$ cat src/rtl/vec_cfg_pkg.sv
// vec_cfg_pkg: shared vector-config encodings, sequencer state type and limits
package vec_cfg_pkg;
  localparam logic [2:0] SEW_8    = 3'b000;
  localparam logic [2:0] SEW_16   = 3'b001;
  localparam logic [2:0] SEW_32   = 3'b010;
  localparam logic [2:0] SEW_64   = 3'b011;
  localparam logic [2:0] SEW_128  = 3'b100;
  localparam logic [2:0] LMUL_1   = 3'b000;
  localparam logic [2:0] LMUL_2   = 3'b001;
  localparam logic [2:0] LMUL_4   = 3'b010;
  localparam logic [2:0] LMUL_8   = 3'b011;
  localparam logic [2:0] LMUL_16  = 3'b100;
  localparam logic [8:0] AVL_MAX  = 9'd256;
  typedef enum logic [1:0] {IDLE, RUN, FIN} state_t;
endpackage

$ cat src/rtl/vlmax_calc.sv
// vlmax_calc: elements per vector register group for a sew/lmul pair, saturated to AVL_MAX
module vlmax_calc
  import vec_cfg_pkg::*;
#(
  parameter int VLEN = 128
) (
  input  logic [2:0] sew,
  input  logic [2:0] lmul,
  output logic [8:0] vlmax,
  output logic       legal
);
  logic [15:0] per_reg;
  logic [15:0] raw;
  // Wide intermediate so the group size cannot wrap before saturation
  always_comb begin
    per_reg = 16'(VLEN) >> (4'(sew) + 4'd3);
    raw     = per_reg << lmul;
    vlmax   = (raw > 16'(AVL_MAX)) ? AVL_MAX : raw[8:0];
    legal   = (sew <= SEW_128) && (lmul <= LMUL_16);
  end
endmodule

$ cat src/rtl/strip_mine_seq.sv
// strip_mine_seq: splits an AVL-element job into VLMAX-sized strip descriptors
module strip_mine_seq
  import vec_cfg_pkg::*;
#(
  parameter int VLEN = 128
) (
  input  logic       clk,
  input  logic       rst_n,
  input  logic       req_valid,
  output logic       req_ready,
  input  logic [2:0] req_sew,
  input  logic [2:0] req_lmul,
  input  logic [8:0] req_avl,
  output logic       strip_valid,
  input  logic       strip_ready,
  output logic [8:0] strip_vl,
  output logic [8:0] strip_offset,
  output logic       strip_last,
  input  logic       flush,
  output logic       done,
  output logic       err
);
  state_t     state;
  logic [2:0] sew_q;
  logic [2:0] lmul_q;
  logic [8:0] remaining;
  logic [2:0] cfg_sew;
  logic [2:0] cfg_lmul;
  logic [8:0] vlmax;
  logic       cfg_legal;
  logic [8:0] rem_base;
  logic [8:0] next_vl;
  logic       req_ok;
  assign req_ready = (state == IDLE);
  // In IDLE the first strip is sized from the incoming request; afterwards from the latched config
  always_comb begin
    cfg_sew  = (state == IDLE) ? req_sew : sew_q;
    cfg_lmul = (state == IDLE) ? req_lmul : lmul_q;
    rem_base = (state == IDLE) ? req_avl : remaining - strip_vl;
    next_vl  = (rem_base < vlmax) ? rem_base : vlmax;
    req_ok   = cfg_legal && (req_avl <= AVL_MAX);
  end
  vlmax_calc #(.VLEN(VLEN)) u_vlmax (
    .sew   (cfg_sew),
    .lmul  (cfg_lmul),
    .vlmax (vlmax),
    .legal (cfg_legal)
  );
  // Sequencer: accept/reject, emit registered strips, pulse done after FIN
  always_ff @(posedge clk or negedge rst_n) begin
    if (!rst_n) begin
      state        <= IDLE;
      sew_q        <= SEW_8;
      lmul_q       <= LMUL_1;
      remaining    <= '0;
      strip_valid  <= 1'b0;
      strip_vl     <= '0;
      strip_offset <= '0;
      strip_last   <= 1'b0;
      done         <= 1'b0;
      err          <= 1'b0;
    end else begin
      done <= 1'b0;
      err  <= 1'b0;
      if (flush) begin
        state       <= IDLE;
        strip_valid <= 1'b0;
      end else begin
        case (state)
          IDLE: if (req_valid) begin
            if (!req_ok) err <= 1'b1;
            else begin
              sew_q        <= req_sew;
              lmul_q       <= req_lmul;
              remaining    <= req_avl;
              strip_offset <= '0;
              strip_vl     <= next_vl;
              strip_last   <= (req_avl <= vlmax);
              strip_valid  <= (req_avl != '0);
              state        <= (req_avl == '0) ? FIN : RUN;
            end
          end
          RUN: if (strip_valid && strip_ready) begin
            remaining    <= rem_base;
            strip_offset <= strip_offset + strip_vl;
            strip_vl     <= next_vl;
            strip_last   <= (rem_base <= vlmax);
            strip_valid  <= !strip_last;
            state        <= strip_last ? FIN : RUN;
          end
          FIN: begin
            done  <= 1'b1;
            state <= IDLE;
          end
          default: state <= IDLE;
        endcase
      end
    end
  end
endmodule

$ cat config.mk
export PLATFORM = sky130hd
export DESIGN_NAME = strip_mine_seq
export DESIGN_NICKNAME = d
export VERILOG_FILES = /design/src/rtl/vec_cfg_pkg.sv /design/src/rtl/vlmax_calc.sv /design/src/rtl/strip_mine_seq.sv
export SDC_FILE = /design/constraint.sdc
export NUM_CORES = 1
export LEC_CHECK = 0
export CORE_ASPECT_RATIO = 0.8
export CORE_UTILIZATION = 58
export CTS_BUF_LIST = sky130_fd_sc_hd__clkbuf_2 sky130_fd_sc_hd__clkbuf_4 sky130_fd_sc_hd__clkbuf_8
export CTS_CLUSTER_DIAMETER = 120
export DETAILED_ROUTE_END_ITERATION = 16
export PLACE_DENSITY = 0.87
export SYNTH_ARGS = -nofsm -noshare
export SYNTH_HDL_FRONTEND = slang
export SYNTH_SLANG_ARGS = --single-unit
$ cat constraint.sdc
create_clock -name clk -period 4.6 [get_ports clk]
set_input_delay 0.46 -clock clk [delete_from_list [all_inputs] [get_ports clk]]
set_output_delay 0.46 -clock clk [all_outputs]
set_load 0.1 [all_outputs]
==> results.json <==
{
  "p_per_area_nw_per_um2": 649,
  "fillers": 479,
  "htree_levels": 2,
  "slew_headroom_pct": 33.1,
  "num_vias": 3306,
  "synth-main-ff-cell": "dfrtp_1",
  "wl_um": 9560,
  "required_ns": 4.77,
  "track_usage_pct": 32.2,
  "core_sq_um": 5910,
  "irDropWorstVdd_mv": 0.334,
  "critPathLaunchType": "flip-flop",
  "syn_to_final_growth_pct": 16.0,
  "cts_num_sinks": 39,
  "hp-class": "in2async",
  "cts.clk_slew.worst_paths_ns": 0.08,
  "yosys.cell_types.count": 66,
  "fin_tns_setup_ns": 0,
  "ctsHoldBuffers": 0,
  "drtAntennaViolNets": 0,
  "grt_max_degree": 40,
  "synth_top_area_share_pct": 27.5,
  "io_buffers": 42,
  "synthArstFlopShare_pct": 100,
  "cts_tree": "done",
  "rsz0062_at_grt": "no",
  "wl_per_cell_um": 17.6,
  "yosysWarnings": 0,
  "syn_nets": 483,
  "first_pass_iters": 6,
  "dieArea_sq_um": 6440,
  "p_leak_nw": 1.75,
  "dp_slack_ns": 0.439,
  "grt_pass1_wl_um": 15500,
  "layout_commonest_cell": "nand2_1",
  "min_period_ns": 4.23,
  "layout_common_cells": "61 x nand2_1, 41 x clkdlybuf4s50_1, 39 x o21ai_0, 39 x dfrtp_1, 34 x ha_1",
  "clockBufferDepth": 2,
  "n_antenna_cell": 0,
  "finalSetupViolations": 0,
  "fmax_mhz": 236,
  "rows": 25,
  "avgSynthCellArea_sq_um": 8.32,
  "path_max_fanout": 5,
  "root_buffer": "clkbuf_8",
  "die_y_um": 72.0,
  "initial_utilization_pct": 60.1,
  "first_iter_violations": 276,
  "die_w_um": 89.5,
  "synth.yosys.seq_area_share_pct": 27.5,
  "period_share_pct": 92.0,
  "drive_gt1_share_pct": 6.51,
  "synth-seq-cells": 39,
  "drc_errors": 0,
  "status": "finished clean",
  "cts_setup_buffers": 0,
  "syn_inst": 427,
  "critPathCaptureType": "flip-flop",
  "crit_type": "reg2reg",
  "synth-edff-count": 0,
  "clkLatencyLatePin_ns": 0.30,
  "viasPerCell": 6.10,
  "yosysTopAreaCell": "dfrtp_1",
  "maxSlewViolCount": 0,
  "mappedNetlistArea_sq_um": 3550,
  "fin_ws_ns": 0.370,
  "ios": 43,
  "yosys-top-cells-area": "dfrtp_1 27%, ha_1 12%, nand2_1 6.4%, o21ai_0 5.5%, a21oi_1 3.2%",
  "fin_skew_ns": 0.00880,
  "cap_violations": 0,
  "fin_nets": 517,
  "gr-total-overflow": 0,
  "grt_pass1_vias": 3079,
  "antenna_found_initial": 0,
  "hold_viol_final": 0,
  "hpwlAfterDp_um": 7300,
  "gp_congestion": 0.922,
  "worstMarginPinSlew_ns": 1.00,
  "cts_buffers": 5,
  "cp.arrival_ns": 4.40,
  "cts_resized": 0
}
## layer usage
| layer | GRT usage [%] | routed length, um | vias to the layer above |
|---|---|---|---|
| met3 | 6.71 | 660 | 15 |
| met4 | 7.94 | 122 | 0 |
| met2 | 48.0 | 4110 | 124 |
| met5 | 0 | 0 | - |
| met1 | 47.7 | 4670 | 1548 |
| li1 | - | - | 1619 |
## worst max-delay path: stages, from the launching register on
cell and delay, ns:
dfrtp_1 0.41, ha_1 0.19, inv_1 0.06, fa_1 0.42, a21oi_1 0.22, o21ai_0 0.16, o21ai_0 0.29, nand2b_1 0.12
xnor2_1 0.15, o21ai_0 0.41, ha_1 0.31, and3_1 0.18, and2_1 0.18, a221oi_1 0.40, buf_4 0.22, nor2_1 0.04
a211oi_1 0.27, a21oi_1 0.08
## power breakdown
part	internal [W]	switching (W)	total (W)
Clock	0.000165	0.000127	0.000292
Sequential	0.000463	0.000160	0.000622
Combinational	0.000623	0.00114	0.00176
Total	0.00125	0.00142	0.00268
## path summary, 6_finish.rpt
check,from,endpoint,slack [ns],cells after the start
worst max-delay path,strip_vl[0]$_DFFE_PN0P_,strip_vl[1]$_DFFE_PN0P_,0.37,17
worst min-delay path,rst_n,err$_DFF_PN0_,0.29,1
worst max register to register,strip_vl[0]$_DFFE_PN0P_,strip_vl[1]$_DFFE_PN0P_,0.37,17
worst min register to register,remaining[0]$_DFFE_PN0P_,remaining[0]$_DFFE_PN0P_,0.49,2
max in group asynchronous,rst_n,lmul_q[1]$_DFFE_PN0P_,3.72,1
min in group clk,remaining[0]$_DFFE_PN0P_,remaining[0]$_DFFE_PN0P_,0.49,2
## sequential cells by signal, summed over array words and instances (netlist names), 2 cells and up
| signal | cells |
|---|---|
| remaining | 9 |
| strip_offset | 9 |
| state | 2 |
| lmul_q | 3 |
| strip_vl | 9 |
| sew_q | 3 |
## final cells by class
type	count	area (sq um)	share of cell area (%)
Timing Repair Buffer	51	483	11.7
Inverter	22	82.6	2.00
Tap cell	81	101	2.46
Clock buffer	6	76.3	1.85
Sequential cell	39	976	23.7
Multi-Input combinational cell	342	2370	57.5
Clock inverter	1	30.0	0.729
## synthesized netlist by cell type, types with 2 or more instances
| cell | number |
|---|---|
| inv_1 | 21 |
| o31ai_1 | 11 |
| buf_6 | 3 |
| nand2_1 | 61 |
| xnor2_1 | 11 |
| o21ai_0 | 39 |
| o22ai_1 | 4 |
| o211ai_1 | 2 |
| mux2_2 | 4 |
| ha_1 | 34 |
| a211oi_1 | 3 |
| o31a_1 | 3 |
| dfrtp_1 | 39 |
| and2_1 | 2 |
| a22oi_1 | 3 |
| a21oi_1 | 23 |
| maj3_1 | 2 |
| o2bb2ai_1 | 2 |
| nand2b_1 | 12 |
| nor3b_1 | 2 |
| nand3_1 | 7 |
| nor3_1 | 11 |
| or3_1 | 6 |
| buf_2 | 4 |
| mux2_1 | 3 |
| o21a_1 | 8 |
| o211a_1 | 2 |
| a221o_1 | 2 |
| xor2_1 | 5 |
| clkbuf_1 | 15 |
| fa_1 | 2 |
| a21o_1 | 4 |
| o22a_1 | 2 |
| nor4_1 | 4 |
| or4b_2 | 2 |
| nor2_1 | 21 |
| o21ai_1 | 2 |
| a31oi_1 | 5 |
| nor4b_1 | 2 |
| o21bai_1 | 2 |
| nor2b_1 | 3 |
| nand4_1 | 2 |
| and3_1 | 2 |
| mux2i_1 | 8 |
## through the flow
step / std cells / hold WS [ns] / utilization, % / total power, W / cell area [sq um]
floorplan: 427 / 0.164 / - / 0.00193 / 3550
global placement: 535 / 0.468 / 67.9 / 0.00232 / 4010
detailed placement: 535 / 0.476 / 67.9 / 0.00237 / 4010
CTS: 542 / 0.335 / 69.7 / 0.00267 / 4120
global route: 542 / 0.365 / 69.7 / 0.00287 / 4120
finish: 542 / 0.288 / 69.7 / 0.00268 / 4120
## cells by family (layout without fill, tap and decap cells)
logic type | Yosys count | in the layout | share of synthesized area (%)
mux | 16 | 16 | 5.11
flops | 39 | 39 | 27.5
xor+xnor | 16 | 16 | 3.95
fa+ha+maj | 38 | 38 | 13.7
simple gates | 143 | 143 | 19.7
compound gates | 129 | 129 | 24.4
buf+inv | 46 | 80 | 5.74
(Power assumes the default switching activity.)
